## config.mk

```make
export PLATFORM = sky130hd
export DESIGN_NAME = backtrack_unit
export DESIGN_NICKNAME = d
export VERILOG_FILES = /design/src/rtl/sat_pkg.sv /design/src/rtl/backtrack_unit.sv
export SDC_FILE = /design/constraint.sdc
export NUM_CORES = 1
export LEC_CHECK = 0
export CAP_MARGIN = 20
export CORE_ASPECT_RATIO = 0.8
export CORE_UTILIZATION = 36
export CTS_BUF_LIST = sky130_fd_sc_hd__clkbuf_16
export CTS_CLUSTER_DIAMETER = 100
export DETAILED_ROUTE_END_ITERATION = 6
export PLACE_DENSITY = 0.82
export SETUP_SLACK_MARGIN = 0.02
export SYNTH_ARGS = -nofsm -noshare
export SYNTH_HDL_FRONTEND = slang
export SYNTH_SLANG_ARGS = --single-unit
```

## constraint.sdc

```tcl
create_clock -name clk -period 1.45 [get_ports clk]
set_input_delay 0.2175 -clock clk [delete_from_list [all_inputs] [get_ports clk]]
set_output_delay 0.2175 -clock clk [all_outputs]
set_load 0.01 [all_outputs]
```

## src/rtl/sat_pkg.sv

```systemverilog
// Shared types for the DPLL solver core: problem sizing, trace-table entry format
// and the backtrack controller state encoding.
package sat_pkg;

    localparam int NUM_VARIABLE = 128;
    localparam int VAR_W        = 9;

    typedef enum logic {
        TT_DECISION = 1'b0,
        TT_FORCED   = 1'b1
    } trace_type_e;

    // Field is var_id because "var" is a reserved word.
    typedef struct packed {
        trace_type_e      t;
        logic             val;
        logic [VAR_W-1:0] var_id;
    } trace_entry_t;

    typedef enum logic [2:0] {
        ST_IDLE,
        ST_POP_REQ,
        ST_POP_WAIT,
        ST_UNASSIGN,
        ST_ASSIGN,
        ST_PUSH,
        ST_FINISH
    } bt_state_e;

endpackage

```

## src/rtl/backtrack_unit.sv

```systemverilog
// Conflict recovery: pops trace entries newest-first, unassigns forced vars, flips and re-pushes the first decision.
// Latency: tt_pop one cycle after conflict_start; 3 cycles per forced entry, 5 for the decision (through bt_done).
// Backpressure: unassign/assign valids hold with stable data until ready; POP_WAIT stalls indefinitely for the response.
module backtrack_unit
    import sat_pkg::*;
(
    input  logic             clk,
    input  logic             reset,
    input  logic             conflict_start,
    output logic             busy,
    output logic             tt_pop,
    input  logic             tt_rsp_valid,
    input  logic             tt_rsp_empty,
    input  logic             tt_rsp_type,
    input  logic             tt_rsp_val,
    input  logic [VAR_W-1:0] tt_rsp_var,
    output logic             tt_push,
    output logic             tt_push_type,
    output logic             tt_push_val,
    output logic [VAR_W-1:0] tt_push_var,
    output logic             unassign_valid,
    output logic [VAR_W-1:0] unassign_var,
    input  logic             unassign_ready,
    output logic             assign_valid,
    output logic [VAR_W-1:0] assign_var,
    output logic             assign_val,
    input  logic             assign_ready,
    output logic             bt_done,
    output logic             unsat,
    output logic [VAR_W:0]   pop_count
);

    localparam logic [VAR_W:0] POP_MAX = (VAR_W+1)'(NUM_VARIABLE);

    bt_state_e    state;
    bt_state_e    state_nxt;
    trace_entry_t entry;

    always_ff @(posedge clk) begin
        if (reset) state <= ST_IDLE;
        else       state <= state_nxt;
    end

    // Outputs decode from state only; data fields are zero outside their own state.
    always_comb begin
        state_nxt      = state;
        busy           = (state != ST_IDLE);
        tt_pop         = 1'b0;
        tt_push        = 1'b0;
        tt_push_type   = 1'b0;
        tt_push_val    = 1'b0;
        tt_push_var    = '0;
        unassign_valid = 1'b0;
        unassign_var   = '0;
        assign_valid   = 1'b0;
        assign_var     = '0;
        assign_val     = 1'b0;
        bt_done        = 1'b0;
        case (state)
            ST_IDLE: begin
                if (conflict_start && !unsat) state_nxt = ST_POP_REQ;
            end
            ST_POP_REQ: begin
                tt_pop    = 1'b1;
                state_nxt = ST_POP_WAIT;
            end
            ST_POP_WAIT: begin
                if (tt_rsp_valid) begin
                    if (tt_rsp_empty)                  state_nxt = ST_FINISH;
                    else if (tt_rsp_type == TT_FORCED) state_nxt = ST_UNASSIGN;
                    else                               state_nxt = ST_ASSIGN;
                end
            end
            ST_UNASSIGN: begin
                unassign_valid = 1'b1;
                unassign_var   = entry.var_id;
                if (unassign_ready) state_nxt = ST_POP_REQ;
            end
            ST_ASSIGN: begin
                assign_valid = 1'b1;
                assign_var   = entry.var_id;
                assign_val   = ~entry.val;
                if (assign_ready) state_nxt = ST_PUSH;
            end
            ST_PUSH: begin
                tt_push      = 1'b1;
                tt_push_type = TT_FORCED;
                tt_push_val  = ~entry.val;
                tt_push_var  = entry.var_id;
                state_nxt    = ST_FINISH;
            end
            ST_FINISH: begin
                bt_done   = 1'b1;
                state_nxt = ST_IDLE;
            end
            default: state_nxt = ST_IDLE;
        endcase
    end

    always_ff @(posedge clk) begin
        if (reset) begin
            pop_count <= '0;
            entry     <= '0;
            unsat     <= 1'b0;
        end else begin
            if (state == ST_IDLE && conflict_start && !unsat) pop_count <= '0;
            if (state == ST_POP_WAIT && tt_rsp_valid) begin
                if (tt_rsp_empty) begin
                    unsat <= 1'b1;
                end else begin
                    entry <= '{t: trace_type_e'(tt_rsp_type), val: tt_rsp_val, var_id: tt_rsp_var};
                    if (pop_count < POP_MAX) pop_count <= pop_count + 1'b1;
                end
            end
        end
    end

endmodule

```

==> results.py, run 1 <==
metrics = {
    "clock_tree": {
        "worst_setup_hold_path_clk_slew_ns": 0.06,
        "cts_tree": "yes",
        "cts-htree-levels": 1,
        "clock_sinks": 24,
        "worst_skew_late_latency_ns": 0.25,
        "cts_max_path_buffers": 2,
        "cts_buffers": 3,
        "clock_tree.root_cell": "sky130_fd_sc_hd__clkbuf_16",
    },
    "yosys": {
        "post_synth_main_area_contributors": "sky130_fd_sc_hd__dfxtp_1 38%, sky130_fd_sc_hd__and2_1 15%, sky130_fd_sc_hd__a21oi_1 6.3%, sky130_fd_sc_hd__nand3_1 6.3%, sky130_fd_sc_hd__nand2_1 4.4%",
        "yosysTopAreaCellShare_pct": 37.7,
        "sequential_share_of_the_synthesized_area_pct": 37.7,
        "synth.avg_cell_area_um2": 8.02,
        "synth_edf_count": 0,
        "ys.warnings.count": 0,
        "post_synth_instance_area_um2": 1270,
        "yosys.cell_types.count": 37,
        "async_flop_share_pct": 0,
        "syn-instance-count": 159,
        "synth_largest_area_cell": "sky130_fd_sc_hd__dfxtp_1",
        "synthFlopType": "sky130_fd_sc_hd__dfxtp_1",
        "synth_nets": 178,
        "ys_ff_latch": 24,
    },
    "floorplanning": {
        "height_of_the_die_um": 55.2,
        "design.die.area_um2": 3790,
        "placement_rows": 18,
        "initial_utilization_pct": 39.6,
        "fp.dieW_um": 68.5,
        "design.core.area_um2": 3220,
        "io-pin-count": 65,
    },
    "power_and_ir_drop": {
        "total_power_after_layout_uw": 1570,
        "total_leakage_power_uw": 0.00108,
        "p_per_area_nw_per_um2": 686,
        "irDropWorstVdd_v": 0.000543,
    },
    "setup_path": {
        "timing.critical_path.required_ns": 1.23,
        "critical_path.most_common_cell": "sky130_fd_sc_hd__buf_2",
        "critical_path_start_type": "register",
        "critical_path_max_stage_delay_ns": 0.38,
        "crit_arrival_ns": 1.32,
        "critical-path-slowest-cell": "sky130_fd_sc_hd__dfxtp_2",
        "cp_num_buf_inv": 2,
        "endpoint_kind": "output port",
        "cp_cell_sequence": "and3b_2, buf_2, and2_1, buf_2",
        "cpLargestDelayFamily": "simple AND/OR/NAND/NOR gates",
        "critPathKind": "reg -> out",
        "crit_path_max_fanout": 6,
    },
    "sta": {
        "postLayoutSetupSlackWorst_ns": -0.0869,
        "fin_worst_hold_slack_ns": 0.482,
        "final.min_clock_period_ns": 1.54,
        "worst_slew_margin_rel_pct": 78.7,
        "fmax_ghz": 0.651,
        "fin_worst_skew_ns": 0.00323,
        "setup_repair_after_global_routing_missed_its_margin": "yes",
        "setup_viol": 27,
        "worst_max_slew_pin_slew_ns": 0.319,
        "setup_tns_ns": -1.32,
        "hold_viol_final": 0,
        "timing.final.max_slew_violations": 0,
        "finalCritPeriodShare_pct": 106,
    },
    "drt": {
        "route.detailed.drc": 0,
        "drt.antenna.violating_nets": 0,
        "initial_drc_count": 59,
        "routed_wire_length_per_instance_um": 14.2,
        "wirelength_um": 4100,
        "via_count": 1492,
        "routed_via_density": 5.16,
        "drt_pass1_iterations": 4,
    },
    "global_routing": {
        "grt_max_degree": 21,
        "grt_overflow": 0,
        "initial_antenna_violation_count": 0,
        "grt_pass1_vias": 1331,
        "grt_pass1_wl_um": 6070,
        "global_route.usage.total_pct": 21.0,
    },
    "cells_and_area": {
        "flow.area_growth_from_synthesis_pct": 79.2,
        "nNetsFinal": 269,
        "area.sequential_um2": 492,
        "multi_input_area_um2": 816,
        "post-route-util_pct": 70.9,
        "fill_cells": 266,
        "num_antenna_cells": 0,
        "final_cell_count_no_fill": 289,
        "layout_cells_sized_above_1_pct": 43.0,
    },
    "outcome": {
        "outcome": "complete, but fails checks",
        "failed_checks": "negative setup slack",
    },
    "placed_design": {
        "finalWeightedCongestion": 0.830,
        "place_hpwl_um": 2660,
        "place.detailed.instances": 275,
        "place.port_buffers": 64,
    },
    "hold_path": {
        "timing.hold.worst.class": "reg -> reg",
    },
    "job": {
        "drv.max_cap_violation_count": 0,
    },
}
routing by layer:
| layer | vias to the layer above | part of all wire [%] | GRT usage (%) |
|---|---|---|---|
| met5 | - | 0 | 0 |
| met4 | 0 | 1.5 | 4.46 |
| met2 | 78 | 46 | 33.6 |
| met1 | 675 | 41 | 27.5 |
| met3 | 8 | 11 | 6.20 |
| li1 | 731 | - | - |
cell families after synthesis:
kind of cell,after synthesis,share of synthesized area (%)
simple gates,88,40.8
mux,1,0.785
compound gates,30,14.0
flops,24,37.7
fa+ha+maj,1,0.981
xor+xnor,1,0.687
buf+inv,14,5.01
state kept, by name (all words and copies together), names as in the netlist:
name,cells
state,3
entry,10
pop_count,10
unsat,1
placed cells by master, fill, tap and decap left out, drive strengths merged, types with 2 or more instances in the layout:
master and instances:
nor4 2, clkbuf 7, nor2 3, or3 2, o21ai 3, a31oi 2, nor2b 4, and2 31
dlymetal6s2s 3, inv 2, nand3 17, nand4 3, clkdlybuf4s50 23, buf 64, nand2 15, dlygate4sd2 3
and3b 3, dfxtp 24, nor3 2, nor3b 3, a21oi 16
final timing paths:
path,from,endpoint,slack (ns),cells past startpoint
setup / recovery,state[1]$_SDFFE_PP0P_,tt_push_var[2],-0.09,4
hold / removal,entry[0]$_SDFFE_PP0P_,entry[0]$_SDFFE_PP0P_,0.48,2
setup reg to reg,state[1]$_SDFFE_PP0P_,pop_count[5]$_SDFF_PP0_,-0.07,6
hold reg to reg,entry[0]$_SDFFE_PP0P_,entry[0]$_SDFFE_PP0P_,0.48,2
metrics by stage:
step                      instance area [µm²]  setup WS, ns
after global routing                     2280        -0.156
after CTS                                2210       -0.0786
final                                    2280       -0.0869
after floorplan                          1280        0.0268
after global placement                   2090        -0.213
after detailed placement                 2090        -0.248
tightest hold or removal path: stages, from the launching register on:
cell and delay, ns:
sky130_fd_sc_hd__dfxtp_1 0.33, sky130_fd_sc_hd__nand2_1 0.06, sky130_fd_sc_hd__a21oi_1 0.05
report_power, final:
part	internal, µW	switching, µW	total (µW)
Clock	368	220	588
Sequential	674	16.2	690
Combinational	163	126	289
timing repair:
action,4_1_cts,5_1_grt
buffers inserted,6,1
pin swaps,11,0
gates resized for setup,171,28
setup endpoints to repair,57,59
hold buffers,0,0
gates cloned,2,1
Yosys cell counts, types with 2 or more instances:
library cell                n
sky130_fd_sc_hd__and2_1    31
sky130_fd_sc_hd__dfxtp_1   24
sky130_fd_sc_hd__a21oi_1   16
sky130_fd_sc_hd__nand3_1   16
sky130_fd_sc_hd__nand2_1   15
sky130_fd_sc_hd__clkbuf_1   8
sky130_fd_sc_hd__nor2b_1    4
sky130_fd_sc_hd__and3b_1    3
sky130_fd_sc_hd__nand4_1    3
sky130_fd_sc_hd__nor2_1     3
sky130_fd_sc_hd__o21ai_0    3
sky130_fd_sc_hd__a31oi_1    2
sky130_fd_sc_hd__buf_1      2
sky130_fd_sc_hd__inv_1      2
sky130_fd_sc_hd__nor3_1     2
sky130_fd_sc_hd__nor3b_1    2
sky130_fd_sc_hd__nor4_1     2
sky130_fd_sc_hd__or3_1      2
layout make-up:
class	count	share of cell area (%)
timing repair buffer	98	36.8
multi-input combinational	121	35.7
sequential	24	21.5
clock buffer	3	3.29
tap	40	2.19
inverter	2	0.329
clock inverter	1	0.164
Power figures use the tool's default switching activity.
==> run 2, diff against run 1 <==
- GPL_TIMING_DRIVEN: not set -> 0
- SKIP_LAST_GASP: not set -> 1
==> run 2 against run 1 <==
The flow still finishes with violations (negative setup slack); clock-buffer cell count did not move; utilization is 10 points higher; final area grew 15%; global-route usage rose by 2.3 points; clock power is 35% higher; worst setup slack worse by 0.14 ns; critical path depth up 1; routed wire length up 31%.
==> results.py, run 2 (synthesized netlist as in run 1, its figures left out) <==
metrics = {
    "cells_and_area": {
        "flow.area_growth_from_synthesis_pct": 105,
        "mostFrequentLayoutCell": "sky130_fd_sc_hd__buf_6",
        "post-route-util_pct": 81.3,
        "layout_cells_sized_above_1_pct": 55.3,
        "post-route-cell-area_um2": 2620,
        "nNetsFinal": 275,
        "commonest_non_fill_non_tap_cells_in_the_layout": "41 x sky130_fd_sc_hd__buf_6, 24 x sky130_fd_sc_hd__clkdlybuf4s50_1, 21 x sky130_fd_sc_hd__and2_4",
        "fill_cells": 175,
        "num_antenna_cells": 0,
        "biggestRegsByFlops": "entry: 10 flops, pop_count: 10 flops, state: 3 flops",
    },
    "clock_tree": {
        "cts_max_path_buffers": 2,
        "worst_skew_late_latency_ns": 0.26,
        "cts_buffers": 3,
        "cts-htree-levels": 1,
        "post_cts_hold_buffer_count": 0,
        "clock_tree.root_cell": "sky130_fd_sc_hd__clkbuf_16",
        "clock_sinks": 24,
        "cts_tree": "yes",
        "worst_setup_hold_path_clk_slew_ns": 0.06,
    },
    "sta": {
        "fmax_ghz": 0.595,
        "timing.final.max_slew_violations": 0,
        "setup_viol": 52,
        "postLayoutSetupSlackWorst_ns": -0.230,
        "worst_slew_margin_rel_pct": 66.1,
        "setup_tns_ns": -6.20,
        "final.min_clock_period_ns": 1.68,
        "setup_repair_after_global_routing_missed_its_margin": "yes",
        "fin_worst_skew_ns": 0.00590,
        "worst_max_slew_pin_slew_ns": 0.509,
        "finalCritPeriodShare_pct": 116,
        "hold_viol_final": 0,
    },
    "setup_path": {
        "worstRegToRegCells": 8,
        "crit_path_max_fanout": 5,
        "timing.critical_path.required_ns": 1.23,
        "timing.critical_path.from": "state[1]$_SDFFE_PP0P_",
        "critPathKind": "reg -> out",
        "timing.rr.start": "state[0]$_SDFFE_PP0P_",
        "endpoint_kind": "output port",
        "crit_arrival_ns": 1.46,
        "critical_path_start_type": "register",
    },
    "outcome": {
        "failed_checks": "negative setup slack",
        "outcome": "complete, but fails checks",
    },
    "power_and_ir_drop": {
        "p_seq_share_pct": 37.1,
        "switchingPower_uw": 428,
        "comb_power_share_pct": 20.3,
        "power.share.clock_pct": 42.7,
        "irDropWorstVdd_v": 0.000810,
        "total_leakage_power_uw": 0.00119,
        "sw_frac_of_total_pct": 23.1,
        "intPower_uw": 1430,
        "total_power_after_layout_uw": 1860,
        "p_per_area_nw_per_um2": 709,
    },
    "global_routing": {
        "grt_pass1_vias": 1346,
        "initial_antenna_violation_count": 0,
        "global_route.usage.total_pct": 23.3,
        "grt_max_degree": 15,
        "grt_pass1_wl_um": 6710,
        "grt_overflow": 0,
    },
    "drt": {
        "via_count": 1637,
        "wirelength_um": 5360,
        "routed_via_density": 5.55,
        "initial_drc_count": 90,
        "drt_pass1_iterations": 4,
        "drt.antenna.violating_nets": 0,
        "route.detailed.drc": 0,
        "routed_wire_length_per_instance_um": 18.2,
    },
    "floorplanning": {
        "fp.dieW_um": 68.5,
        "design.die.area_um2": 3790,
        "io-pin-count": 65,
        "placement_rows": 18,
        "initial_utilization_pct": 39.6,
        "height_of_the_die_um": 55.2,
        "design.core.area_um2": 3220,
    },
    "placed_design": {
        "dpl_cell_area_um2": 1970,
        "place_hpwl_um": 2590,
        "finalWeightedCongestion": 0.822,
        "place.port_buffers": 64,
    },
    "hold_path": {
        "timing.hold.worst.start": "pop_count[8]$_SDFF_PP0_",
        "timing.hold.worst.class": "reg -> reg",
        "worst_hold_path.num_cells": 1,
    },
    "job": {
        "drv.max_cap_violation_count": 0,
    },
}
-- run 2: cell count changes in the layout (fill, tap and decap cells not counted), sizes merged --
cell	change
dlygate4sd2	-3
dlymetal6s2s	+1
clkdlybuf4s50	+1
clkdlybuf4s15	-1
clkinv	-1
bufinv	+1
clkbuf	+2
buf	+6
-- run 2: metrics by stage --
stage               worst slack [ns]  cells  hold WS [ns]
finish                        -0.230    295         0.500
global route                  -0.266    295         0.529
CTS                           -0.251    281         0.475
detailed placement            -0.659    263         0.466
global placement              -0.627    263         0.459
floorplan                     0.0268    159         0.365
-- run 2: repair_timing --
action | CTS | global route
setup endpoints to repair | 63 | 63
pin swaps | 9 | 23
buffers inserted | 12 | 11
gates cloned | 2 | 3
resized for setup | 150 | 131
-- run 2: final timing paths --
kind                                                 to  slack, ns
worst min-delay path            pop_count[8]$_SDFF_PP0_       0.50
worst min register to register  pop_count[8]$_SDFF_PP0_       0.50
worst max register to register  pop_count[6]$_SDFF_PP0_      -0.14
worst max-delay path                      assign_var[7]      -0.23
-- run 2: power groups by stage --
| stage | Clock [µW] | Sequential, µW | Combinational [µW] |
|---|---|---|---|
| after global placement | 0 | 695 | 212 |
| after detailed placement | 0 | 696 | 215 |
| final | 792 | 688 | 377 |
| after floorplan | 0 | 695 | 111 |
| after CTS | 798 | 683 | 276 |
| after global routing | 841 | 689 | 396 |
-- run 2: metal layers --
layer	routed length, µm	GRT usage (%)
met1	2150	28.9
met3	472	7.85
met2	2690	38.9
met5	0	0
met4	48	3.87
-- run 2: final cells by class --
class | instances | area [µm²] | area share, %
Tap cell | 40 | 50.0 | 1.91
Inverter | 2 | 7.51 | 0.287
Clock buffer | 3 | 75.1 | 2.87
Sequential cell | 24 | 493 | 18.8
Clock inverter | 1 | 30.0 | 1.15
Buffer | 12 | 139 | 5.30
Multi-Input combinational cell | 121 | 916 | 35.0
Timing Repair Buffer | 92 | 908 | 34.7
-- run 2: critical path: stages, from the launching register on --
cell and delay (ns):
sky130_fd_sc_hd__dfxtp_2 0.34, sky130_fd_sc_hd__buf_8 0.13, sky130_fd_sc_hd__nor3b_4 0.27, sky130_fd_sc_hd__clkbuf_8 0.20
sky130_fd_sc_hd__and2_1 0.13, sky130_fd_sc_hd__buf_2 0.13
